**src/rtl/sdram_scan_pkg.sv**
```systemverilog
// rtl/sdram_scan_pkg.sv - state encoding and word-size/extreme-value helpers for the SDRAM scan master
package sdram_scan_pkg;

    typedef enum logic [1:0] {
        S_IDLE  = 2'd0,
        S_READ  = 2'd1,
        S_DRAIN = 2'd2,
        S_DONE  = 2'd3
    } state_e;

    function automatic int unsigned BYTES_PER_WORD(input int unsigned data_w);
        return data_w / 8;
    endfunction

    // Extremes are built 64 bits wide; callers keep the low data_w bits.
    function automatic logic [63:0] ext_max(input int unsigned data_w, input bit is_signed);
        logic [63:0] ones;
        ones = (data_w >= 64) ? '1 : ((64'd1 << data_w) - 64'd1);
        return is_signed ? (ones >> 1) : ones;
    endfunction

    function automatic logic [63:0] ext_min(input int unsigned data_w, input bit is_signed);
        logic [63:0] ones;
        ones = (data_w >= 64) ? '1 : ((64'd1 << data_w) - 64'd1);
        return is_signed ? ~(ones >> 1) : 64'd0;
    endfunction

endpackage

```
**src/rtl/sdram_scan_cmp.sv**
```systemverilog
// rtl/sdram_scan_cmp.sv - registered min/max datapath; SDRAM_SCAN_SUM_EN adds a running sum
module sdram_scan_cmp
    import sdram_scan_pkg::*;
#(
    parameter int DATA_W = 16,
    parameter int SIGNED = 0
`ifdef SDRAM_SCAN_SUM_EN
    ,
    parameter int CNT_W  = 24
`endif
) (
    input  logic              clk,
    input  logic              reset_n,
    input  logic              clear_i,
    input  logic              valid_i,
    input  logic [DATA_W-1:0] data_i,
    output logic [DATA_W-1:0] min_o,
`ifdef SDRAM_SCAN_SUM_EN
    output logic [DATA_W+CNT_W-1:0] sum_o,
`endif
    output logic [DATA_W-1:0] max_o
);

    localparam logic [63:0]       MAX64 = ext_max(DATA_W, SIGNED != 0);
    localparam logic [63:0]       MIN64 = ext_min(DATA_W, SIGNED != 0);
    localparam logic [DATA_W-1:0] MAX_V = MAX64[DATA_W-1:0];
    localparam logic [DATA_W-1:0] MIN_V = MIN64[DATA_W-1:0];
    localparam logic              FLIP  = (SIGNED != 0);

    logic [DATA_W-1:0] min_q, min_d, max_q, max_d;
    logic [DATA_W-1:0] key_data, key_min, key_max;

    // Inverting the sign bit maps two's-complement order onto unsigned order.
    assign key_data = {data_i[DATA_W-1] ^ FLIP, data_i[DATA_W-2:0]};
    assign key_min  = {min_q[DATA_W-1] ^ FLIP, min_q[DATA_W-2:0]};
    assign key_max  = {max_q[DATA_W-1] ^ FLIP, max_q[DATA_W-2:0]};

    always_comb begin
        min_d = min_q;
        max_d = max_q;
        if (clear_i) begin
            min_d = MAX_V;
            max_d = MIN_V;
        end else if (valid_i) begin
            if (key_data < key_min) min_d = data_i;
            if (key_data > key_max) max_d = data_i;
        end
    end

    always_ff @(posedge clk or negedge reset_n) begin
        if (!reset_n) begin
            min_q <= MAX_V;
            max_q <= MIN_V;
        end else begin
            min_q <= min_d;
            max_q <= max_d;
        end
    end

    assign min_o = min_q;
    assign max_o = max_q;

`ifdef SDRAM_SCAN_SUM_EN
    logic [DATA_W+CNT_W-1:0] sum_q, sum_d;
    logic [DATA_W+CNT_W-1:0] data_ext;

    assign data_ext = {{CNT_W{FLIP & data_i[DATA_W-1]}}, data_i};

    always_comb begin
        sum_d = sum_q;
        if (clear_i)      sum_d = '0;
        else if (valid_i) sum_d = sum_q + data_ext;
    end

    always_ff @(posedge clk or negedge reset_n) begin
        if (!reset_n) sum_q <= '0;
        else          sum_q <= sum_d;
    end

    assign sum_o = sum_q;
`endif

endmodule

```
**src/rtl/sdram_scan_master.sv**
```systemverilog
// rtl/sdram_scan_master.sv - pipelined Avalon-MM read master scanning SDRAM for min/max; SDRAM_SCAN_SUM_EN adds sum_out
module sdram_scan_master
    import sdram_scan_pkg::*;
#(
    parameter int DATA_W   = 16,
    parameter int ADDR_W   = 32,
    parameter int CNT_W    = 24,
    parameter int MAX_PEND = 4,
    parameter int SIGNED   = 0
) (
    input  logic              clk,
    input  logic              reset_n,
    input  logic              ready_in,
    input  logic [ADDR_W-1:0] base_addr_in,
    input  logic [CNT_W-1:0]  word_count_in,
    output logic              done_out,
    output logic              busy_out,
    output logic [1:0]        state_out,
    output logic [DATA_W-1:0] min_out,
    output logic [DATA_W-1:0] max_out,
`ifdef SDRAM_SCAN_SUM_EN
    output logic [DATA_W+CNT_W-1:0] sum_out,
`endif
    output logic [ADDR_W-1:0] avm_address,
    output logic              avm_read,
    input  logic              avm_waitrequest,
    input  logic [DATA_W-1:0] avm_readdata,
    input  logic              avm_readdatavalid
);

    localparam logic [ADDR_W-1:0] ADDR_STEP = ADDR_W'(BYTES_PER_WORD(DATA_W));
    localparam logic [3:0]        MAXP      = 4'(MAX_PEND);

    state_e            state_q, state_d;
    logic              ready_q, ready_prev_q;
    logic [ADDR_W-1:0] addr_q, addr_d;
    logic [CNT_W-1:0]  count_q, count_d;
    logic [CNT_W-1:0]  issued_q, issued_d;
    logic [3:0]        pending_q, pending_d;

    logic start, busy, rd_req, accept, ret;

    assign start  = ready_q & ~ready_prev_q & (state_q == S_IDLE);
    assign busy   = (state_q == S_READ) || (state_q == S_DRAIN);
    // Request is a function of registers only, so it cannot drop during a stall.
    assign rd_req = (state_q == S_READ) && (issued_q < count_q) && (pending_q < MAXP);
    assign accept = rd_req & ~avm_waitrequest;
    // Responses outside an active scan, or with nothing outstanding, are stale.
    assign ret    = busy & avm_readdatavalid & (pending_q != 4'd0);

    always_comb begin
        state_d  = state_q;
        addr_d   = addr_q;
        count_d  = count_q;
        issued_d = issued_q;
        case (state_q)
            S_IDLE: begin
                if (start) begin
                    addr_d   = base_addr_in;
                    count_d  = word_count_in;
                    issued_d = '0;
                    state_d  = (word_count_in == '0) ? S_DONE : S_READ;
                end
            end
            S_READ: begin
                if (accept) begin
                    addr_d   = addr_q + ADDR_STEP;
                    issued_d = issued_q + CNT_W'(1);
                    if (issued_q + CNT_W'(1) == count_q) state_d = S_DRAIN;
                end
            end
            S_DRAIN: begin
                if (pending_q == 4'd0) state_d = S_DONE;
            end
            S_DONE: begin
                if (!ready_q) state_d = S_IDLE;
            end
            default: state_d = S_IDLE;
        endcase

        pending_d = pending_q;
        case ({accept, ret})
            2'b10:   pending_d = pending_q + 4'd1;
            2'b01:   pending_d = pending_q - 4'd1;
            default: pending_d = pending_q;
        endcase
    end

    always_ff @(posedge clk or negedge reset_n) begin
        if (!reset_n) begin
            state_q      <= S_IDLE;
            ready_q      <= 1'b0;
            ready_prev_q <= 1'b0;
            addr_q       <= '0;
            count_q      <= '0;
            issued_q     <= '0;
            pending_q    <= '0;
        end else begin
            state_q      <= state_d;
            ready_q      <= ready_in;
            ready_prev_q <= ready_q;
            addr_q       <= addr_d;
            count_q      <= count_d;
            issued_q     <= issued_d;
            pending_q    <= pending_d;
        end
    end

    sdram_scan_cmp #(
        .DATA_W (DATA_W),
        .SIGNED (SIGNED)
`ifdef SDRAM_SCAN_SUM_EN
        ,
        .CNT_W  (CNT_W)
`endif
    ) u_cmp (
        .clk     (clk),
        .reset_n (reset_n),
        .clear_i (start),
        .valid_i (ret),
        .data_i  (avm_readdata),
        .min_o   (min_out),
`ifdef SDRAM_SCAN_SUM_EN
        .sum_o   (sum_out),
`endif
        .max_o   (max_out)
    );

    assign done_out    = (state_q == S_DONE);
    assign busy_out    = busy;
    assign state_out   = state_q;
    assign avm_address = addr_q;
    assign avm_read    = rd_req;

endmodule
```
**config.mk**
```make
export PLATFORM = sky130hd
export DESIGN_NAME = sdram_scan_master
export DESIGN_NICKNAME = d
export VERILOG_FILES = /design/src/rtl/sdram_scan_pkg.sv /design/src/rtl/sdram_scan_cmp.sv /design/src/rtl/sdram_scan_master.sv
export SDC_FILE = /design/constraint.sdc
export NUM_CORES = 1
export LEC_CHECK = 0
export BUFFER_PORTS_ARGS = -buffer_cell sky130_fd_sc_hd__buf_2
export CAP_MARGIN = 20
export CORE_MARGIN = 3
export CORE_UTILIZATION = 50
export DETAILED_ROUTE_END_ITERATION = 16
export GPL_TIMING_DRIVEN = 0
export HOLD_SLACK_MARGIN = 0.06
export PLACE_DENSITY = 0.77
export SYNTH_ARGS = -nofsm -noshare
export SYNTH_HDL_FRONTEND = slang
export SYNTH_SLANG_ARGS = --single-unit
```
**constraint.sdc**
```tcl
create_clock -name clk -period 5.95 [get_ports clk]
set_clock_uncertainty 0.2 [all_clocks]
set_input_delay 0 -clock clk [delete_from_list [all_inputs] [get_ports clk]]
set_output_delay 0 -clock clk [all_outputs]
set_load 0.01 [all_outputs]
```
==> out/summary.txt, run 1 <==
ratio of cells with drive above 1 in the final layout: 17.94%
EDFF count, synth: 0
asr flop ratio synth: 100.0%
# IOs: 146
Seq pwr share: 31.5%
Clock Power Share: 22.3%
most common flop cell mapped by yosys: dfrtp_1
post-synthesis sequential area ratio: 37.54%
most frequent cells in the layout: 148 x buf_2, 104 x dfrtp_1, 102 x nand2_1, 79 x o21ai_0, 77 x dlygate4sd3_1
CTS tree: done
crit end category: flop
MaxCap Viol Count: 0
drt pass-1 iters: 5
Max Fanout on Critical Path: 10
Num CTS Buffers: 17
core area: 15480 sq um
min Tclk post-route: 4.407 ns
ANT cells: 0
Leak: 5.029 nW
post-route clock period utilization: 74.07%
row cnt: 45
synthesized area per cell: 8.696 sq um
DP Wirelength: 17460 um
Area Overhead vs Synth: 30.07%
largest net degree at the start of global routing: 82
H-tree depth: 4
vias: 8105
Final setup violation count: 0
number of global-route vias before repair: 7919
reg2reg start: count_q[6]
startpoint types: flop
Horiz. Die Dim: 132.9 um
Psw: 2.037 mW
Overall Global Routing Usage: 28.96%
Overall Power: 4.748 mW
Power Internal: 2.711 mW
Critical Path AT: 4.53 ns
Fin Setup TNS: 0 ns
RePlAce Congestion: 0.9634
RSZ-0062 raised after global routing: no
metal2 WL: 12280 um
Die Y: 132.9 um
final wirelength: 25400 um
CP max-delay cell: clkbuf_1
crit-path cells: inv_1, ha_1, nand2_1, o21ai_0, a221oi_1, or3_1, a31oi_1, nand2b_1, clkbuf_1, clkbuf_1, a22oi_1, o21ai_0
Die Area: 17660 sq um
Hold Path Class: input port to flop
mapped cell area: 8053 sq um
Final Hold Viols: 0
IO Port Bufs: 145
drt wl/cell: 18.23 um
met1 WL: 10600 um
Max Slew Vio Count: 0
CTS resizes: 0
Setup Crit Path Kind: flop to flop
switching part of the total: 42.91%
P per Cell Area: 453.4 nW/um^2
gr ovfl total: 0
combinational power share: 46.2%
WP data required: 6.07 ns
fmax: 226.9 MHz
maximum root-to-sink buffer count: 2
peak supply drop: 258.1 uV
Worst-path clk slew: 0.06 ns
CP bufs+invs: 3
Slew @ Worst Pin: 0.9911 ns
first-pass GRT wire length: 41110 um
WL met3: 1879 um
DRC errors left: 0
Placed Cells: 1283
crit path launch: count_q[6]
drt via density: 5.818
post-route antenna net violation count: 0
clk sinks: 120
Cell Count, Final, Fillers Out: 1393
Ys Warns: 0
Top Layer Used: met4
synthesized flop and latch total: 120
initial antenna violation count: 0
Hold Crit Start: base_addr_in[0]
DR iter-0 viols: 785
syn nets: 1069
Initial Util: 52.01%
Finished Core Util: 67.64%
Final #Nets: 1312
commonest non-fill, non-tap cell in the layout: buf_2
Clock Latency Late Sink: 0.43 ns
worst rel slew slack: 33.33%
Distinct cells, synth: 72
top cell family by delay on the critical path: compound AO/OA/AOI/OAI gates
status: finished clean
Post-Synthesis Cells: 926
root buf cell: clkbuf_16
Slowest Stage Delay on Critical Path: 0.63 ns
==> power groups by stage <==
stage | clock, mW | sequential (mW) | combinational [mW]
floorplan | 0 | 1.51 | 1.32
global placement | 0 | 1.47 | 2.03
detailed placement | 0 | 1.49 | 2.09
CTS | 1.07 | 1.48 | 2.16
global route | 1.11 | 1.54 | 2.42
finish | 1.06 | 1.49 | 2.19
==> logic make-up (layout without fill, tap and decap cells) <==
family	after synthesis	count (layout)	synth area share [%]
AND/OR/NAND/NOR	319	319	19.44
AO/OA/AOI/OAI	231	231	18.43
flip-flops	120	120	37.54
buffers and inverters	117	373	5.516
adder cells (fa/ha/maj)	67	67	10.47
multiplexers	43	43	5.454
XOR/XNOR	29	29	3.154
==> Yosys cell counts (15+ instances only) <==
cell type / instances / area [sq um]
inv_1: 75 / 281.5
dfrtp_1: 104 / 2603
mux2i_1: 39 / 390.4
a21oi_1: 44 / 220.2
clkbuf_1: 37 / 138.9
nor3_1: 18 / 90.09
nand4_1: 21 / 131.4
ha_1: 65 / 813.3
o21ai_0: 79 / 395.4
nor4_1: 15 / 93.84
dfstp_2: 16 / 420.4
o31ai_1: 17 / 127.6
nor2_1: 65 / 244.0
xnor2_1: 17 / 148.9
nand3_1: 37 / 185.2
nand2_1: 102 / 382.9
==> sequential cells by signal (all words and copies together), names as in the netlist <==
register,cells
ready_q,1
u_cmp.max_o,16
count_q,24
state_out,2
ready_prev_q,1
issued_q,24
pending_q,4
u_cmp.min_o,16
avm_address,32
==> metrics by stage <==
| stage | hold WS, ns | setup WS (ns) | instance area, sq um |
|---|---|---|---|
| global route | 0.1230 | 1.428 | 10470 |
| CTS | 0.09088 | 1.785 | 10470 |
| detailed placement | -0.2682 | 1.879 | 9076 |
| floorplan | -0.4956 | 2.469 | 8053 |
| finish | 0.09970 | 1.543 | 10470 |
| global placement | -0.06428 | 1.927 | 9042 |
==> final timing paths <==
kind,depth (start not counted),slack (ns),to
setup / recovery,12,1.54,avm_address[18]
hold / removal,4,0.1,avm_address[0]
setup reg to reg,12,1.54,avm_address[18]
hold reg to reg,0,0.29,ready_prev_q
max in group asynchronous,4,4.65,u_cmp.min_o[0]
min in group asynchronous,3,0.46,u_cmp.min_o[10]
==> worst register-to-register path, cell delays in order (launching register included) <==
cell and delay, ns:
dfrtp_1 0.43, inv_1 0.10, ha_1 0.32, nand2_1 0.07
o21ai_0 0.33, a221oi_1 0.24, or3_1 0.36, a31oi_1 0.59
nand2b_1 0.26, clkbuf_1 0.44, clkbuf_1 0.63, a22oi_1 0.19
o21ai_0 0.15
==> cell type report <==
cell class                      instances  area [sq um]
Clock buffer                           20         466.7
Tap cell                              211         264.0
Clock inverter                         12         140.1
Timing Repair Buffer                  224          1550
Buffer                                 42         162.7
Multi-Input combinational cell        689          4586
Inverter                               75         281.5
Sequential cell                       120          3023
Fill cell                            1248          5010
==> routing by layer <==
| layer | track usage [%] | up-vias |
|---|---|---|
| met5 | 0 | - |
| met4 | 9.180 | 0 |
| met3 | 6.008 | 51 |
| met2 | 48.14 | 386 |
| met1 | 37.96 | 3834 |
| li1 | - | 3834 |
==> what timing repair did <==
action                                  CTS  global route
setup buffers                             0             0
endpoints found under the setup margin    0             0
hold buffers                             78             0
hold endpoints to repair                211             0
(Power assumes the default switching activity.)
==> run 2: changes to the inputs <==
Clock period 5.95 ns to 4.25 ns, I/O delays scaled along.
==> run 2 against run 1 <==
  * Wire length is essentially flat
  * Flip-flop and latch count is the same
  * Non-clock buffer count is the same
  * Clock-buffer cell count is the same
  * Worst setup slack lost 1.4 ns
  * Sequential share of layout area is essentially flat
  * Critical path depth grew 1
  * Power grew 40%
==> out/summary.txt, run 2 (same netlist as run 1, synthesis figures left out) <==
ANT cells: 0 (unchanged)
Psw: 2.854 mW (+40%)
PnR worst setup slack: 0.1813 ns (-1.362 ns)
FF-to-FF End: pending_q[3]
Worst-path clk slew: 0.06 ns (about the same)
drt via density: 5.872 (+0.91%)
DRC errors left: 0 (unchanged)
Die Y: 132.9 um (unchanged)
number of global-route vias before repair: 7919 (unchanged)
Die Area: 17660 sq um (unchanged)
Power Internal: 3.799 mW (+40%)
# IOs: 146 (unchanged)
MaxCap Viol Count: 0 (unchanged)
initial antenna violation count: 0 (unchanged)
status: finished clean
Overall Global Routing Usage: 28.96% (unchanged)
Horiz. Die Dim: 132.9 um (unchanged)
DP Wirelength: 17460 um (unchanged)
switching part of the total: 42.89% (about the same)
post-route antenna net violation count: 0 (unchanged)
hold depth: 4 (unchanged)
Final setup violation count: 0 (unchanged)
post-route clock period utilization: 95.73% (+22 points)
Initial Util: 52.01% (unchanged)
gr ovfl total: 0 (unchanged)
drt pass-1 iters: 5 (unchanged)
clk sinks: 120 (unchanged)
path depth of the worst reg2reg path: 13 (+1)
Max Fanout on Critical Path: 5 (-5)
first-pass GRT wire length: 41110 um (unchanged)
Leak: 5.033 nW (about the same)
Crit path top cell by count: ha_1
postcts setup bufs: 0 (unchanged)
CP max-delay cell: o21ai_0
crit end category: flop
largest net degree at the start of global routing: 82 (unchanged)
IO Port Bufs: 145 (unchanged)
Hold Crit Start: base_addr_in[0]
core area: 15480 sq um (unchanged)
max FFs per register: 32 (unchanged)
final wirelength: 25400 um (about the same)
vias: 8179 (+0.91%)
Final Hold Viols: 0 (unchanged)
reg2reg start: count_q[15]
reg2reg setup slack: 0.18 ns (-1.36 ns)
most frequent cells in the layout: 148 x buf_2, 104 x dfrtp_1, 102 x nand2_1, 79 x o21ai_0, 77 x dlygate4sd3_1
worst rel slew slack: 28.83% (-4.5 points)
CTS tree: done
row cnt: 45 (unchanged)
Worst Hold End: avm_address[0]
startpoint types: flop
Slew @ Worst Pin: 1.058 ns (+0.06698 ns)
fmax: 245.8 MHz (+8.3%)
WP data required: 4.36 ns (-1.71 ns)
DR iter-0 viols: 803 (+2.3%)
Seq pwr share: 31.5% (about the same)
Critical Path AT: 4.18 ns (-0.35 ns)
crit-path cells: inv_1, ha_1, nand4_1, a2111o_1, o211a_1, o21ai_0, ha_1, ha_1, a21o_2, a21oi_1, xnor2_1, nor2_1, xor2_1
ratio of cells with drive above 1 in the final layout: 18.10% (+0.17 points)
Clock Power Share: 22.3% (about the same)
Area Overhead vs Synth: 30.16% (about the same)
Max Slew Vio Count: 0 (unchanged)
P per Cell Area: 634.7 nW/um^2 (+40%)
Setup Crit Path Kind: flop to flop
peak supply drop: 366.4 uV (+42%)
Fin Setup TNS: 0 ns (unchanged)
Slowest Stage Delay on Critical Path: 0.63 ns (about the same)
drt wl/cell: 18.23 um (about the same)
Hold Path Class: input port to flop
commonest non-fill, non-tap cell in the layout: buf_2
H-tree depth: 4 (unchanged)
Placement Setup Slack: 0.1788 ns (-1.700 ns)
Final #Nets: 1312 (unchanged)
Clock Latency Late Sink: 0.43 ns (about the same)
combinational power share: 46.2% (about the same)
RSZ-0062 raised after global routing: no
root buf cell: clkbuf_16
Num CTS Buffers: 17 (unchanged)
min Tclk post-route: 4.069 ns (-0.3383 ns)
maximum root-to-sink buffer count: 2 (unchanged)
RePlAce Congestion: 0.9634 (unchanged)
==> run 2: cell counts in the layout (fill, tap and decap cells not counted) <==
No cell type changed its count.
==> run 2: through the flow <==
stage	power (mW)	area [sq um]	utilization, %	hold slack (ns)	cells
CTS	6.592	10470	67.64	0.09088	1393
global placement	4.906	9042	58.40	-0.06428	1282
floorplan	3.961	8053	-	-0.4956	926
detailed placement	5.013	9076	58.62	-0.2682	1283
finish	6.653	10480	67.69	0.09975	1393
global route	7.096	10480	67.69	0.1230	1393
==> run 2: layout make-up <==
type / count / area (sq um)
inverters: 75 / 281.5
clock inverters: 12 / 140.1
flip-flops and latches: 120 / 3023
well taps: 211 / 264.0
repair buffers: 224 / 1550
plain buffers: 42 / 163.9
clock buffers: 20 / 466.7
fillers: 1246 / 5002
multi-input cells: 689 / 4592
==> run 2: worst max-delay path, delay by kind of cell (launching register included) <==
family                   cells  cell delay (ns)
AND/OR/NAND/NOR              2             0.34
adder cells (fa/ha/maj)      3             0.93
AO/OA/AOI/OAI                5             1.70
buffers and inverters        1             0.10
flip-flops                   1             0.41
XOR/XNOR                     2             0.29
==> run 2: layer usage <==
layer | global-route usage [%] | part of all wire [%] | wire, um | up-vias
met1 | 37.96 | 42 | 10670 | 3921
met5 | 0 | 0 | 0 | -
met2 | 48.14 | 49 | 12320 | 379
met3 | 6.008 | 7.0 | 1780 | 51
met4 | 9.180 | 2.5 | 629 | 0
li1 | - | - | - | 3828
==> run 2: timing repair <==
action                                 4_1_cts  5_1_grt
hold buffers                                78        0
setup endpoints to repair                    0       18
endpoints found under the hold margin      211        0
gates resized for setup                      0        3
==> run 2: power groups by stage <==
stage	sequential (mW)	combinational [mW]	clock (mW)
detailed placement	2.09	2.93	0
global route	2.15	3.39	1.55
floorplan	2.11	1.85	0
CTS	2.07	3.03	1.49
global placement	2.06	2.84	0
finish	2.09	3.08	1.48
==> run 2: how the worst max path moves through the flow <==
stage | startpoint | to | cells after the start
after global placement | count_q[23] | avm_address[17] | 11
after global routing | count_q[6] | pending_q[3] | 14
final | count_q[15] | pending_q[3] | 13
after detailed placement | count_q[6] | avm_address[18] | 12
after CTS | count_q[6] | avm_address[18] | 12
after floorplan | issued_q[8] | state_out[1] | 9
